<file path="config.mk">
export PLATFORM = sky130hd
export DESIGN_NAME = rx_oversample_counter_flat
export DESIGN_NICKNAME = d
export VERILOG_FILES = /design/src/rtl/rx_oversample_counter_if.sv /design/src/rtl/rx_oversample_counter.sv /design/src/flat_wrapper.sv
export SDC_FILE = /design/constraint.sdc
export NUM_CORES = 1
export LEC_CHECK = 0
export CAP_MARGIN = 20
export CORE_MARGIN = 4
export CORE_UTILIZATION = 35
export CTS_BUF_LIST = sky130_fd_sc_hd__clkbuf_4
export DETAILED_ROUTE_END_ITERATION = 7
export PLACE_DENSITY = 0.56
export SETUP_SLACK_MARGIN = 0.1
export SLEW_MARGIN = 10
export SYNTH_ARGS = -nofsm -noshare
export SYNTH_HDL_FRONTEND = slang
export SYNTH_SLANG_ARGS = --single-unit
</file>
<file path="constraint.sdc">
create_clock -name CLK -period 2.83 [get_ports CLK]
set_input_delay 0.4245 -clock CLK [delete_from_list [all_inputs] [get_ports CLK]]
set_output_delay 0.4245 -clock CLK [all_outputs]
set_load 0.01 [all_outputs]
</file>
<file path="src/rtl/rx_oversample_counter_if.sv">
// Signal bundle between the baud tick generator / RX FSM side (master)
// and the oversampling tick/bit counter (slave).
interface rx_oversample_counter_if #(
  parameter int CNT_W = 6,
  parameter int BIT_W = 4
);
  logic             RX_tick;
  logic             TICK_COUNT_EN;
  logic             RX_IN;
  logic [CNT_W-1:0] PRESCALE;
  logic [BIT_W-1:0] FRAME_LEN;
  logic             SAMPLE_EN;
  logic             SAMPLED_BIT;
  logic             BIT_DONE;
  logic             FRAME_DONE;
  logic [CNT_W-1:0] TICK_CNT;
  logic [BIT_W-1:0] BIT_CNT;
  logic             BUSY;

  modport master (
    output RX_tick, TICK_COUNT_EN, RX_IN, PRESCALE, FRAME_LEN,
    input  SAMPLE_EN, SAMPLED_BIT, BIT_DONE, FRAME_DONE, TICK_CNT, BIT_CNT, BUSY
  );

  modport slave (
    input  RX_tick, TICK_COUNT_EN, RX_IN, PRESCALE, FRAME_LEN,
    output SAMPLE_EN, SAMPLED_BIT, BIT_DONE, FRAME_DONE, TICK_CNT, BIT_CNT, BUSY
  );
endinterface

</file>
<file path="src/rtl/rx_oversample_counter.sv">
// Oversampling tick/bit counter for the UART receive path.
// Counts RX_tick strobes per bit with a runtime prescale latched at start,
// emits registered mid-bit sample, bit-done and frame-done pulses.
// Optional build macro MAJORITY_VOTE_EN: 3-sample majority around mid-bit
// instead of a single mid-bit capture.
module rx_oversample_counter #(
  parameter int CNT_W = 6,
  parameter int BIT_W = 4
) (
  input logic                   CLK,
  input logic                   RST,
  rx_oversample_counter_if.slave bus
);

  typedef enum logic {S_IDLE = 1'b0, S_RUN = 1'b1} state_e;

  localparam logic [CNT_W-1:0] C_ONE = CNT_W'(1);
  localparam logic [CNT_W-1:0] P_MIN = CNT_W'(4);
  localparam logic [BIT_W-1:0] B_ONE = BIT_W'(1);

  // Prescale below 4 would put the sample window outside the bit.
  function automatic logic [CNT_W-1:0] clamp_prescale(input logic [CNT_W-1:0] p);
    return (p < P_MIN) ? P_MIN : p;
  endfunction

  // A zero-length frame is treated as a single-bit frame.
  function automatic logic [BIT_W-1:0] clamp_frame(input logic [BIT_W-1:0] f);
    return (f == '0) ? B_ONE : f;
  endfunction

`ifdef MAJORITY_VOTE_EN
  function automatic logic majority3(input logic a, input logic b, input logic c);
    return (a & b) | (a & c) | (b & c);
  endfunction
`endif

  state_e           state_q, state_d;
  logic [CNT_W-1:0] tick_cnt_q, tick_cnt_d;
  logic [BIT_W-1:0] bit_cnt_q, bit_cnt_d;
  logic [CNT_W-1:0] prescale_q, prescale_d;
  logic [BIT_W-1:0] frame_len_q, frame_len_d;
  logic             sample_en_q, sample_en_d;
  logic             sampled_bit_q, sampled_bit_d;
  logic             bit_done_q, bit_done_d;
  logic             frame_done_q, frame_done_d;
`ifdef MAJORITY_VOTE_EN
  logic [1:0]       vote_q, vote_d;
  logic [CNT_W-1:0] mid_m1, mid_p1;
`endif

  // Working values for the tick being processed this cycle.
  logic [CNT_W-1:0] p_eff;
  logic [BIT_W-1:0] fl_eff;
  logic [CNT_W-1:0] idx;
  logic [BIT_W-1:0] bidx;
  logic [CNT_W-1:0] mid;
  logic             do_tick;

  // Next-state logic: IDLE/RUN control, tick/bit counting and pulse generation.
  always_comb begin
    state_d       = state_q;
    tick_cnt_d    = tick_cnt_q;
    bit_cnt_d     = bit_cnt_q;
    prescale_d    = prescale_q;
    frame_len_d   = frame_len_q;
    sample_en_d   = 1'b0;
    sampled_bit_d = sampled_bit_q;
    bit_done_d    = 1'b0;
    frame_done_d  = 1'b0;
`ifdef MAJORITY_VOTE_EN
    vote_d        = vote_q;
`endif
    p_eff   = prescale_q;
    fl_eff  = frame_len_q;
    idx     = tick_cnt_q;
    bidx    = bit_cnt_q;
    do_tick = 1'b0;

    case (state_q)
      S_IDLE: begin
        if (bus.TICK_COUNT_EN) begin
          // Config used by a tick arriving in the same cycle is the freshly latched one.
          state_d     = S_RUN;
          prescale_d  = clamp_prescale(bus.PRESCALE);
          frame_len_d = clamp_frame(bus.FRAME_LEN);
          p_eff       = prescale_d;
          fl_eff      = frame_len_d;
          idx         = '0;
          bidx        = '0;
          do_tick     = bus.RX_tick;
        end
      end
      S_RUN: begin
        if (!bus.TICK_COUNT_EN) begin
          state_d    = S_IDLE;
          tick_cnt_d = '0;
          bit_cnt_d  = '0;
`ifdef MAJORITY_VOTE_EN
          vote_d     = '0;
`endif
        end else begin
          do_tick = bus.RX_tick;
        end
      end
      default: state_d = S_IDLE;
    endcase

    mid = (p_eff >> 1) - C_ONE;
`ifdef MAJORITY_VOTE_EN
    mid_m1 = mid - C_ONE;
    mid_p1 = mid + C_ONE;
`endif

    if (do_tick) begin
      if (idx == p_eff - C_ONE) begin
        tick_cnt_d = '0;
        bit_done_d = 1'b1;
`ifdef MAJORITY_VOTE_EN
        vote_d     = '0;
`endif
        if (bidx == fl_eff - B_ONE) begin
          bit_cnt_d    = '0;
          frame_done_d = 1'b1;
        end else begin
          bit_cnt_d = bidx + B_ONE;
        end
      end else begin
        tick_cnt_d = idx + C_ONE;
      end

`ifdef MAJORITY_VOTE_EN
      // Window start restarts the capture history, so stale bits never vote.
      if (idx == mid_m1) begin
        vote_d = {1'b0, bus.RX_IN};
      end else if (idx == mid) begin
        vote_d = {vote_q[0], bus.RX_IN};
      end else if (idx == mid_p1) begin
        sampled_bit_d = majority3(vote_q[1], vote_q[0], bus.RX_IN);
        sample_en_d   = 1'b1;
        vote_d        = '0;
      end
`else
      if (idx == mid) begin
        sampled_bit_d = bus.RX_IN;
        sample_en_d   = 1'b1;
      end
`endif
    end
  end

  // State, counter, latched config and registered pulse flops.
  always_ff @(posedge CLK or negedge RST) begin
    if (!RST) begin
      state_q       <= S_IDLE;
      tick_cnt_q    <= '0;
      bit_cnt_q     <= '0;
      prescale_q    <= '0;
      frame_len_q   <= '0;
      sample_en_q   <= 1'b0;
      sampled_bit_q <= 1'b0;
      bit_done_q    <= 1'b0;
      frame_done_q  <= 1'b0;
`ifdef MAJORITY_VOTE_EN
      vote_q        <= '0;
`endif
    end else begin
      state_q       <= state_d;
      tick_cnt_q    <= tick_cnt_d;
      bit_cnt_q     <= bit_cnt_d;
      prescale_q    <= prescale_d;
      frame_len_q   <= frame_len_d;
      sample_en_q   <= sample_en_d;
      sampled_bit_q <= sampled_bit_d;
      bit_done_q    <= bit_done_d;
      frame_done_q  <= frame_done_d;
`ifdef MAJORITY_VOTE_EN
      vote_q        <= vote_d;
`endif
    end
  end

  assign bus.SAMPLE_EN   = sample_en_q;
  assign bus.SAMPLED_BIT = sampled_bit_q;
  assign bus.BIT_DONE    = bit_done_q;
  assign bus.FRAME_DONE  = frame_done_q;
  assign bus.TICK_CNT    = tick_cnt_q;
  assign bus.BIT_CNT     = bit_cnt_q;
  assign bus.BUSY        = (state_q == S_RUN);

endmodule

</file>
<file path="src/flat_wrapper.sv">
// flat-port wrapper written by rule: the top's interface ports become plain ports
module rx_oversample_counter_flat 
#(
  parameter int CNT_W = 6,
  parameter int BIT_W = 4
)
  (CLK, RST, bus_RX_tick, bus_TICK_COUNT_EN, bus_RX_IN, bus_PRESCALE, bus_FRAME_LEN, bus_SAMPLE_EN, bus_SAMPLED_BIT, bus_BIT_DONE, bus_FRAME_DONE, bus_TICK_CNT, bus_BIT_CNT, bus_BUSY);
  rx_oversample_counter_if #(.CNT_W(CNT_W), .BIT_W(BIT_W)) bus_i ();
  input logic CLK;
  input logic RST;
  input wire logic [$bits(bus_i.RX_tick)-1:0] bus_RX_tick;
  input wire logic [$bits(bus_i.TICK_COUNT_EN)-1:0] bus_TICK_COUNT_EN;
  input wire logic [$bits(bus_i.RX_IN)-1:0] bus_RX_IN;
  input wire logic [$bits(bus_i.PRESCALE)-1:0] bus_PRESCALE;
  input wire logic [$bits(bus_i.FRAME_LEN)-1:0] bus_FRAME_LEN;
  output wire logic [$bits(bus_i.SAMPLE_EN)-1:0] bus_SAMPLE_EN;
  output wire logic [$bits(bus_i.SAMPLED_BIT)-1:0] bus_SAMPLED_BIT;
  output wire logic [$bits(bus_i.BIT_DONE)-1:0] bus_BIT_DONE;
  output wire logic [$bits(bus_i.FRAME_DONE)-1:0] bus_FRAME_DONE;
  output wire logic [$bits(bus_i.TICK_CNT)-1:0] bus_TICK_CNT;
  output wire logic [$bits(bus_i.BIT_CNT)-1:0] bus_BIT_CNT;
  output wire logic [$bits(bus_i.BUSY)-1:0] bus_BUSY;
  assign bus_i.RX_tick = bus_RX_tick;
  assign bus_i.TICK_COUNT_EN = bus_TICK_COUNT_EN;
  assign bus_i.RX_IN = bus_RX_IN;
  assign bus_i.PRESCALE = bus_PRESCALE;
  assign bus_i.FRAME_LEN = bus_FRAME_LEN;
  assign bus_SAMPLE_EN = bus_i.SAMPLE_EN;
  assign bus_SAMPLED_BIT = bus_i.SAMPLED_BIT;
  assign bus_BIT_DONE = bus_i.BIT_DONE;
  assign bus_FRAME_DONE = bus_i.FRAME_DONE;
  assign bus_TICK_CNT = bus_i.TICK_CNT;
  assign bus_BIT_CNT = bus_i.BIT_CNT;
  assign bus_BUSY = bus_i.BUSY;
  rx_oversample_counter #(.CNT_W(CNT_W), .BIT_W(BIT_W)) u_core (.CLK(CLK), .RST(RST), .bus(bus_i));
endmodule
</file>
==> results of run 1 <==
sequential cells by signal (all words and copies together) (netlist names):
| name | cells |
|---|---|
| u_core.bus.FRAME_DONE | 1 |
| u_core.bus.SAMPLE_EN | 1 |
| u_core.bus.BUSY | 1 |
| u_core.bus.BIT_CNT | 4 |
| u_core.bus.SAMPLED_BIT | 1 |
| u_core.bus.TICK_CNT | 6 |
| u_core.prescale_q | 6 |
| u_core.frame_len_q | 4 |
| u_core.bus.BIT_DONE | 1 |
per-layer routing:
metal	GRT usage, %	vias to the layer above	wire length [um]
li1	-	914	-
met1	24.4	878	2610
met2	27.4	41	2580
met3	2.99	6	236
met4	4.73	0	61
met5	0	-	0
metrics by stage:
step	setup slack [ns]	util, %	hold WS, ns	power (mW)
finish	0.121	51.9	0.445	1.08
global route	0.0176	51.9	0.454	1.14
CTS	0.116	49.9	0.451	1.05
detailed placement	-0.461	48.4	0.485	0.859
global placement	-0.474	48.4	0.488	0.859
floorplan	0.0283	-	0.129	0.690
final cells by class:
class | instances | area share (%)
multi-input combinational | 166 | 47.6
timing repair buffer | 71 | 22.9
clock inverter | 1 | 0.187
sequential | 25 | 23.4
clock buffer | 3 | 0.840
inverter | 13 | 1.82
tap | 70 | 3.26
power by group through the flow:
stage | Combinational, mW | Sequential [mW] | Clock [mW]
CTS | 0.427 | 0.437 | 0.184
global route | 0.501 | 0.444 | 0.196
finish | 0.459 | 0.438 | 0.180
global placement | 0.414 | 0.445 | 0
detailed placement | 0.415 | 0.443 | 0
floorplan | 0.251 | 0.439 | 0
worst max-delay path, stage by stage:
cell	delay, ns
sky130_fd_sc_hd__clkdlybuf4s15_1	0.20
sky130_fd_sc_hd__nor4_2	0.28
sky130_fd_sc_hd__buf_4	0.18
sky130_fd_sc_hd__nor2_2	0.05
sky130_fd_sc_hd__a22oi_2	0.18
sky130_fd_sc_hd__ha_2	0.25
sky130_fd_sc_hd__nor2b_1	0.17
sky130_fd_sc_hd__nand4_1	0.11
sky130_fd_sc_hd__mux2_4	0.29
sky130_fd_sc_hd__a221oi_4	0.34
sky130_fd_sc_hd__and2_4	0.23
sky130_fd_sc_hd__o31ai_1	0.07
sky130_fd_sc_hd__a31o_1	0.19
kinds of logic after synthesis:
family                   Yosys count
AO/OA/AOI/OAI                     50
XOR/XNOR                          16
buffers and inverters             24
AND/OR/NAND/NOR                   88
multiplexers                       6
adder cells (fa/ha/maj)            6
flip-flops                        25
cell usage in the layout (no fill, tap or decap), types with 5 or more instances in the layout:
cell / synthesis / final
sky130_fd_sc_hd__a21oi_1: 5 / 5
sky130_fd_sc_hd__and2_1: 6 / 5
sky130_fd_sc_hd__buf_4: 1 / 38
sky130_fd_sc_hd__clkdlybuf4s50_1: 0 / 23
sky130_fd_sc_hd__dfrtp_1: 25 / 24
sky130_fd_sc_hd__inv_1: 13 / 12
sky130_fd_sc_hd__nand2_1: 26 / 26
sky130_fd_sc_hd__nand3_1: 6 / 6
sky130_fd_sc_hd__nor2_1: 13 / 11
sky130_fd_sc_hd__nor3_1: 9 / 9
sky130_fd_sc_hd__o21ai_0: 13 / 11
sky130_fd_sc_hd__xnor2_1: 10 / 10
sky130_fd_sc_hd__xor2_1: 6 / 6
path summary, 6_finish.rpt:
check                                          to             startpoint
setup / recovery           u_core.bus.TICK_CNT[2]        bus_PRESCALE[5]
hold / removal               u_core.prescale_q[4]                    RST
setup reg to reg           u_core.bus.SAMPLED_BIT        u_core.bus.BUSY
hold reg to reg             u_core.frame_len_q[3]  u_core.frame_len_q[3]
max in group asynchronous         u_core.bus.BUSY                    RST
min in group CLK            u_core.frame_len_q[3]  u_core.frame_len_q[3]
timing repair:
item,CTS,global route
setup endpoints to repair,13,12
pin swaps,8,16
setup buffers,4,4
resized for setup,10,24
hold endpoints to repair,0,0
==> results.txt, run 1 <==
Setup repair after global routing could not meet its margin everywhere. Data on the critical path is required at its endpoint by 3.08 ns. In this run the worst path has a maximum fanout of 4. The count of different cell masters after synthesis is 57, and the area share of fa/ha/maj cells after synthesis is 3.99%. The gate count of the mapped netlist came out at 215. The sequential power share was 40.7%. The synthesized netlist devotes 7.44% of its cell area to XOR and XNOR gates. The initial standard-cell utilization of the core was 36.4%; the achievable clock frequency was 369 MHz.

The logs give 26 for the placement row count and 26 for the pin count of the biggest net entering global routing. The number of placed instances, taps included, is 337. The floorplan step defined a core boundary enclosing 5170 sq um.

Summed over all failing endpoints, the final setup total negative slack is 0 ns. The die covers 6620 sq um. The number of clock sinks seen by CTS came out at 25.

The clock network is responsible for 16.7% of the overall power. The detail-routed net length per standard cell came out at 15.7 um. The tools report the number of optimization iterations in the first detailed-route pass as 4. For the worst setup path, the data arrival time is 2.96 ns.

The synthesized netlist net count is 236. The number of cells on the worst reg-to-reg path is 10, and the power per cell area is 402 nW/um^2. The worst register-to-register path has a setup slack of 0.16 ns.

The minimum period implied by the final worst setup slack is 2.71 ns. The path class of the tightest hold or removal check is in2async. The count of input and output buffers is 29. The overall routing resource usage was 17.4%. In this run the horizontal extent of the chip is 81.4 um.

The proportion of layout cells with a drive suffix above 1 came out at 28.7%. Headroom to the max-slew limit came out at 76.2%. STA classifies the critical path endpoint as a flop.

TritonCTS built the clock tree. After detailed placement, the total cell area comes to 2500 sq um. The fraction of power spent switching nets is 36.2%, and the leakage dissipation is 1.22 nW.

Number of global-route vias before repair: 1752. For the pin with the worst max-slew slack, the measured transition is 0.354 ns. Ranked by total cell area, the synthesized netlist is headed by sky130_fd_sc_hd__dfrtp_1, sky130_fd_sc_hd__nand2_1, sky130_fd_sc_hd__xnor2_1.

For this block, the routed nets add up to 5490 um of wire. For the clock network latency to the later pin of the worst-skew pair, the log shows 0.33 ns. The fraction of synthesized area in multiplexers was 3.59%; the reported net switching power was 0.389 mW. The internal portion of the total power is 0.688 mW.

Counting the fill cells in the layout gives 463. The average cell area after synthesis was 8.76 sq um; the part of the power in combinational logic was 42.6%. Via count: 1839. The net count of the finished layout is 301.

The finished layout holds 349 standard cells, fillers aside. In the final layout, the multi-input gates occupy 1280 sq um. Summed over its instances, the top area cell type makes up 33.2% of the synthesized netlist area. Setup violations remaining at the end of the flow were counted as 0.

The flip-flop and latch area came out at 627 sq um. The count of nets left with antenna violations after detail routing was 0. The run gives 3 as the CTS buffer count. Across the routed clock network, the largest skew measured is 0.00638 ns.

The tools report the wire length of the first global-routing pass as 8830 um. Area growth from synthesis to layout: 42.5%. The detailed-route vias per instance came out at 5.27.

Master cell of the clock root buffer: sky130_fd_sc_hd__clkbuf_4. Among all cell types in the netlist, the one instantiated most often is sky130_fd_sc_hd__nand2_1. Pin placement for this block handled 30 I/O pins. The die is 81.4 um tall.

The global placement routability congestion was 0.849. The largest vdd supply drop was 0.000183 V; the number of synthesis warnings was 0. Counting flops with a built-in enable in the synthesized netlist gives 0. The number of endpoints with negative hold slack in the final report was 0; the diode insertion count for antenna repair was 0. The number of max-cap violations is 0, and the async set-reset flop share out of synthesis is 100%. The tools report the number of antenna violations at the first check in global routing as 0.

The main combinational cell family by area after synthesis was simple AND/OR/NAND/NOR gates. Detailed placement finished with a half-perimeter wire length of 3980 um. The simple-gate share of the synthesized area came out at 25.5%. The flow ran to the end, and the final reports show no timing, DRC or antenna violations. The cell area that synthesis handed to floorplanning was 1880 sq um.

Buffers inserted to repair hold after CTS numbered 0. The count of H-tree levels built during CTS was 1; the final instance area was 2680 sq um. The classification of the worst setup path is in2reg.

Ranked by instance count, the synthesized netlist is headed by sky130_fd_sc_hd__nand2_1, sky130_fd_sc_hd__dfrtp_1, sky130_fd_sc_hd__inv_1, sky130_fd_sc_hd__nor2_1, sky130_fd_sc_hd__o21ai_0. The synthesized-area fraction occupied by ao, oa, aoi and oai cells works out to 21.0%. The synthesized design spends more area on one cell type than any other, namely sky130_fd_sc_hd__dfrtp_1.

The final worst-path cycle share came out at 95.7%. After clock tree synthesis, the clock-pin slew on the worst setup and hold paths is 0.16 ns. The number of synthesized register bits works out to 25. The most common flop cell mapped by yosys is sky130_fd_sc_hd__dfrtp_1.

For this run the aggregate overflow at the end of global routing stands at 0. The worst setup path is launched from an input port. Sequential elements use 33.2% of the synthesized area. The worst-case clock buffer depth is 2, and the number of pins exceeding their max-slew limit in the final report is 0. For this run, design rule violations remaining after detail routing come to 0. The starting DRC count in detailed routing was 123.
Power figures use the tool's default switching activity.
==> run 2: changes to the inputs <==
--- a/config.mk
+++ b/config.mk
@@ -10,6 +10,7 @@
 export CORE_UTILIZATION = 35
 export CTS_BUF_LIST = sky130_fd_sc_hd__clkbuf_4
 export DETAILED_ROUTE_END_ITERATION = 7
+export GPL_TIMING_DRIVEN = 0
 export PLACE_DENSITY = 0.56
 export SETUP_SLACK_MARGIN = 0.1
 export SLEW_MARGIN = 10
==> run 2 against run 1 <==
The run now ends with setup timing left. Utilization grew 0.44 points. First-iteration DRC count grew 4.1%. Flip-flop and latch count is the same. Hold slack lost 0.37 ns. Clock-buffer cell count grew 1. Die area is the same. Register-to-register slack lost 0.26 ns. Highest routed layer unchanged.
==> results.txt, run 2 (synthesis results as in run 1) <==
The flow ran to the end, but the final reports show violations. The checks that failed: setup timing. For the diode insertion count for antenna repair, the log shows 0 (unchanged). STA classifies the critical path startpoint as a flop. TritonCTS built the clock tree. The placement row count is 26 (unchanged). The final critical-path setup slack was -0.105 ns (-0.226 ns). The worst hold path belongs to the class in2async. The clock network latency to the later pin of the worst-skew pair is 0.33 ns (about the same). For the leakage dissipation, the log shows 1.16 nW (-4.6%).

The tools report the number of global-route vias before repair as 1849 (+5.5%). The global placement routability congestion is 0.848 (-0.12%). The tools report the worst setup slack before clock tree synthesis as -0.915 ns (-0.454 ns). The classification of the worst setup path was reg2reg. The CTS buffer count came out at 3 (unchanged).

The logs give -0.414 ns (-0.414 ns) for the setup TNS and 0.00465 ns (-0.00173 ns) for the worst clock skew. The measured slew at the worst slew-check pin works out to 0.604 ns (+0.250 ns). The final instance area came out at 2710 sq um (+0.84%). The largest vdd supply drop came out at 0.000204 V (+11%).

The detailed-route vias per instance is 5.34 (+1.3%), and the full die area is 6620 sq um (unchanged). The final core utilization was 52.3% (+0.44 points); the horizontal die dimension was 81.4 um (unchanged). The tools report the worst hold slack across all endpoints as 0.0794 ns (-0.365 ns). The y dimension of the die is 81.4 um (unchanged). The data arrival time at the worst-slack endpoint came out at 3.16 ns (+0.20 ns).

The flip-flop and latch area was 626 sq um (-0.20%); the power per cell area was 401 nW/um^2 (about the same). For the total congestion overflow, the log shows 0 (unchanged). The run gives 1 (unchanged) as the count of H-tree levels built during CTS. The tools report the total detailed-routing wirelength as 5580 um (+1.7%). The achievable clock frequency was 341 MHz (-7.7%); the non-filler instance count after layout was 341 (-2.3%). The logs give 313 (-7.1%) for the cell total after placement and 18.1% (+0.69 points) for the overall routing resource usage. The worst-case clock buffer depth was 2 (unchanged); the placed wire-length estimate after detailed placement was 3810 um (-4.4%). Clock transition at the register clock pins on the worst setup and hold paths after CTS: 0.15 ns (about the same).

The count of input and output buffers is 28 (-3.4%), and the relative slew slack is 59.7% (-16 points). The area of the core region came out at 5170 sq um (unchanged). The starting DRC count in detailed routing is 128 (+4.1%), and the number of remaining DRC errors is 0 (unchanged). The maximum fanout encountered on the critical timing path was 9 (+5); the wire length of the first global-routing pass was 9160 um (+3.8%). The placement-stage cell area is 2310 sq um (-7.6%). The proportion of layout cells with a drive suffix above 1 works out to 26.2% (-2.5 points). The number of nets in the final layout is 293 (-2.7%), and the setup-violating endpoint count in the final report is 6 (+6). For the worst path required time, the log shows 3.05 ns (-0.03 ns). Layout filler cell count: 494 (+6.7%). Number of endpoints with negative hold slack in the final report: 0 (unchanged). The logs give 30 (unchanged) for the I/O pin total and 26 (unchanged) for the pin count of the biggest net entering global routing.

The number of max-cap violations was 0 (unchanged). The area of combinational cells with multiple inputs was 1340 sq um (+5.2%). The count of nets left with antenna violations after detail routing came out at 0 (unchanged).

Setup repair after global routing could not meet its margin everywhere. The initial standard-cell utilization of the core is 36.4% (unchanged). The tools report the number of clock sinks seen by CTS as 25 (unchanged). The number of optimization iterations in the first detailed-route pass is 4 (unchanged). The minimum period implied by the final worst setup slack came out at 2.93 ns (+0.226 ns).

The final worst-path cycle share is 104% (+8.0 points). STA classifies the critical path endpoint as a flop. The area growth from synthesis to layout came out at 43.7%. The via count came out at 1821 (-0.98%).

The leading cell type in the layout, fill and taps excluded was sky130_fd_sc_hd__nand2_1. The cell sitting at the root of the clock tree is a sky130_fd_sc_hd__clkbuf_4. The number of pins exceeding their max-slew limit in the final report was 0 (unchanged). Overall power: 1.09 mW (+0.76%). For the number of antenna violations at the first check in global routing, the log shows 0 (unchanged). The detail-routed net length per standard cell came out at 16.4 um (+4.0%). In the layout the commonest cells are sky130_fd_sc_hd__nand2_1, sky130_fd_sc_hd__dfrtp_1, sky130_fd_sc_hd__buf_4, sky130_fd_sc_hd__clkdlybuf4s50_1, sky130_fd_sc_hd__inv_1.
run 2: changes by cell type in the layout (fill, tap and decap cells not counted), sizes merged:
cell	previous run	this run
clkdlybuf4s50	23	22
clkbuf	4	10
dlymetal6s2s	1	0
clkdlybuf4s15	2	0
clkinv	1	0
buf	42	30
dlygate4sd2	2	5
run 2: report_power, final:
part,switching [mW],total (mW),internal (mW),leakage (nW)
clock,0.116,0.181,0.0648,0.0184
combinational,0.230,0.469,0.239,0.822
sequential,0.0428,0.436,0.393,0.323
run 2: cell type report:
class | count | share of cell area [%]
Timing Repair Buffer | 52 | 17.0
Inverter | 13 | 1.80
Tap cell | 70 | 3.24
Buffer | 11 | 4.07
Clock buffer | 4 | 1.11
Sequential cell | 25 | 23.1
Multi-Input combinational cell | 166 | 49.6
run 2: metal layers:
metal,GRT usage (%),vias to the layer above,part of all wire (%),wire [um]
met5,0,-,0,0
met4,3.55,0,0.79,44
met3,3.22,4,4.3,242
met2,31.0,35,48,2680
met1,23.8,881,47,2610
li1,-,901,-,-
run 2: path summary, 6_finish.rpt:
check                                 startpoint  slack, ns                     end  cells past startpoint
hold reg to reg            u_core.frame_len_q[3]       0.53   u_core.frame_len_q[3]                      2
min in group CLK               bus_TICK_COUNT_EN       0.44         u_core.bus.BUSY                      1
setup reg to reg                 u_core.bus.BUSY      -0.10   u_core.bus.BIT_CNT[0]                     14
hold / removal                               RST       0.08  u_core.bus.SAMPLED_BIT                      1
setup / recovery                 u_core.bus.BUSY      -0.10   u_core.bus.BIT_CNT[0]                     14
max in group asynchronous                    RST       2.36   u_core.bus.BIT_CNT[0]                      1
run 2: critical path, stage by stage, from the launching register on:
cell and delay [ns]:
sky130_fd_sc_hd__dfrtp_1 0.42, sky130_fd_sc_hd__nand2b_4 0.15, sky130_fd_sc_hd__buf_8 0.12, sky130_fd_sc_hd__clkbuf_16 0.15
sky130_fd_sc_hd__buf_12 0.13, sky130_fd_sc_hd__a22oi_2 0.25, sky130_fd_sc_hd__ha_4 0.20, sky130_fd_sc_hd__nor2b_4 0.14
sky130_fd_sc_hd__nand4_1 0.12, sky130_fd_sc_hd__mux2_4 0.31, sky130_fd_sc_hd__a221oi_4 0.32, sky130_fd_sc_hd__buf_6 0.16
sky130_fd_sc_hd__nand2_8 0.09, sky130_fd_sc_hd__o31ai_4 0.17, sky130_fd_sc_hd__a31oi_1 0.09
run 2: repair_timing:
item                                    CTS  global route
buffers inserted                         16             8
hold buffers                              0             0
endpoints found under the setup margin   14            13
gates resized for setup                  26            19
pin swaps                                10             5
cloned                                    0             0
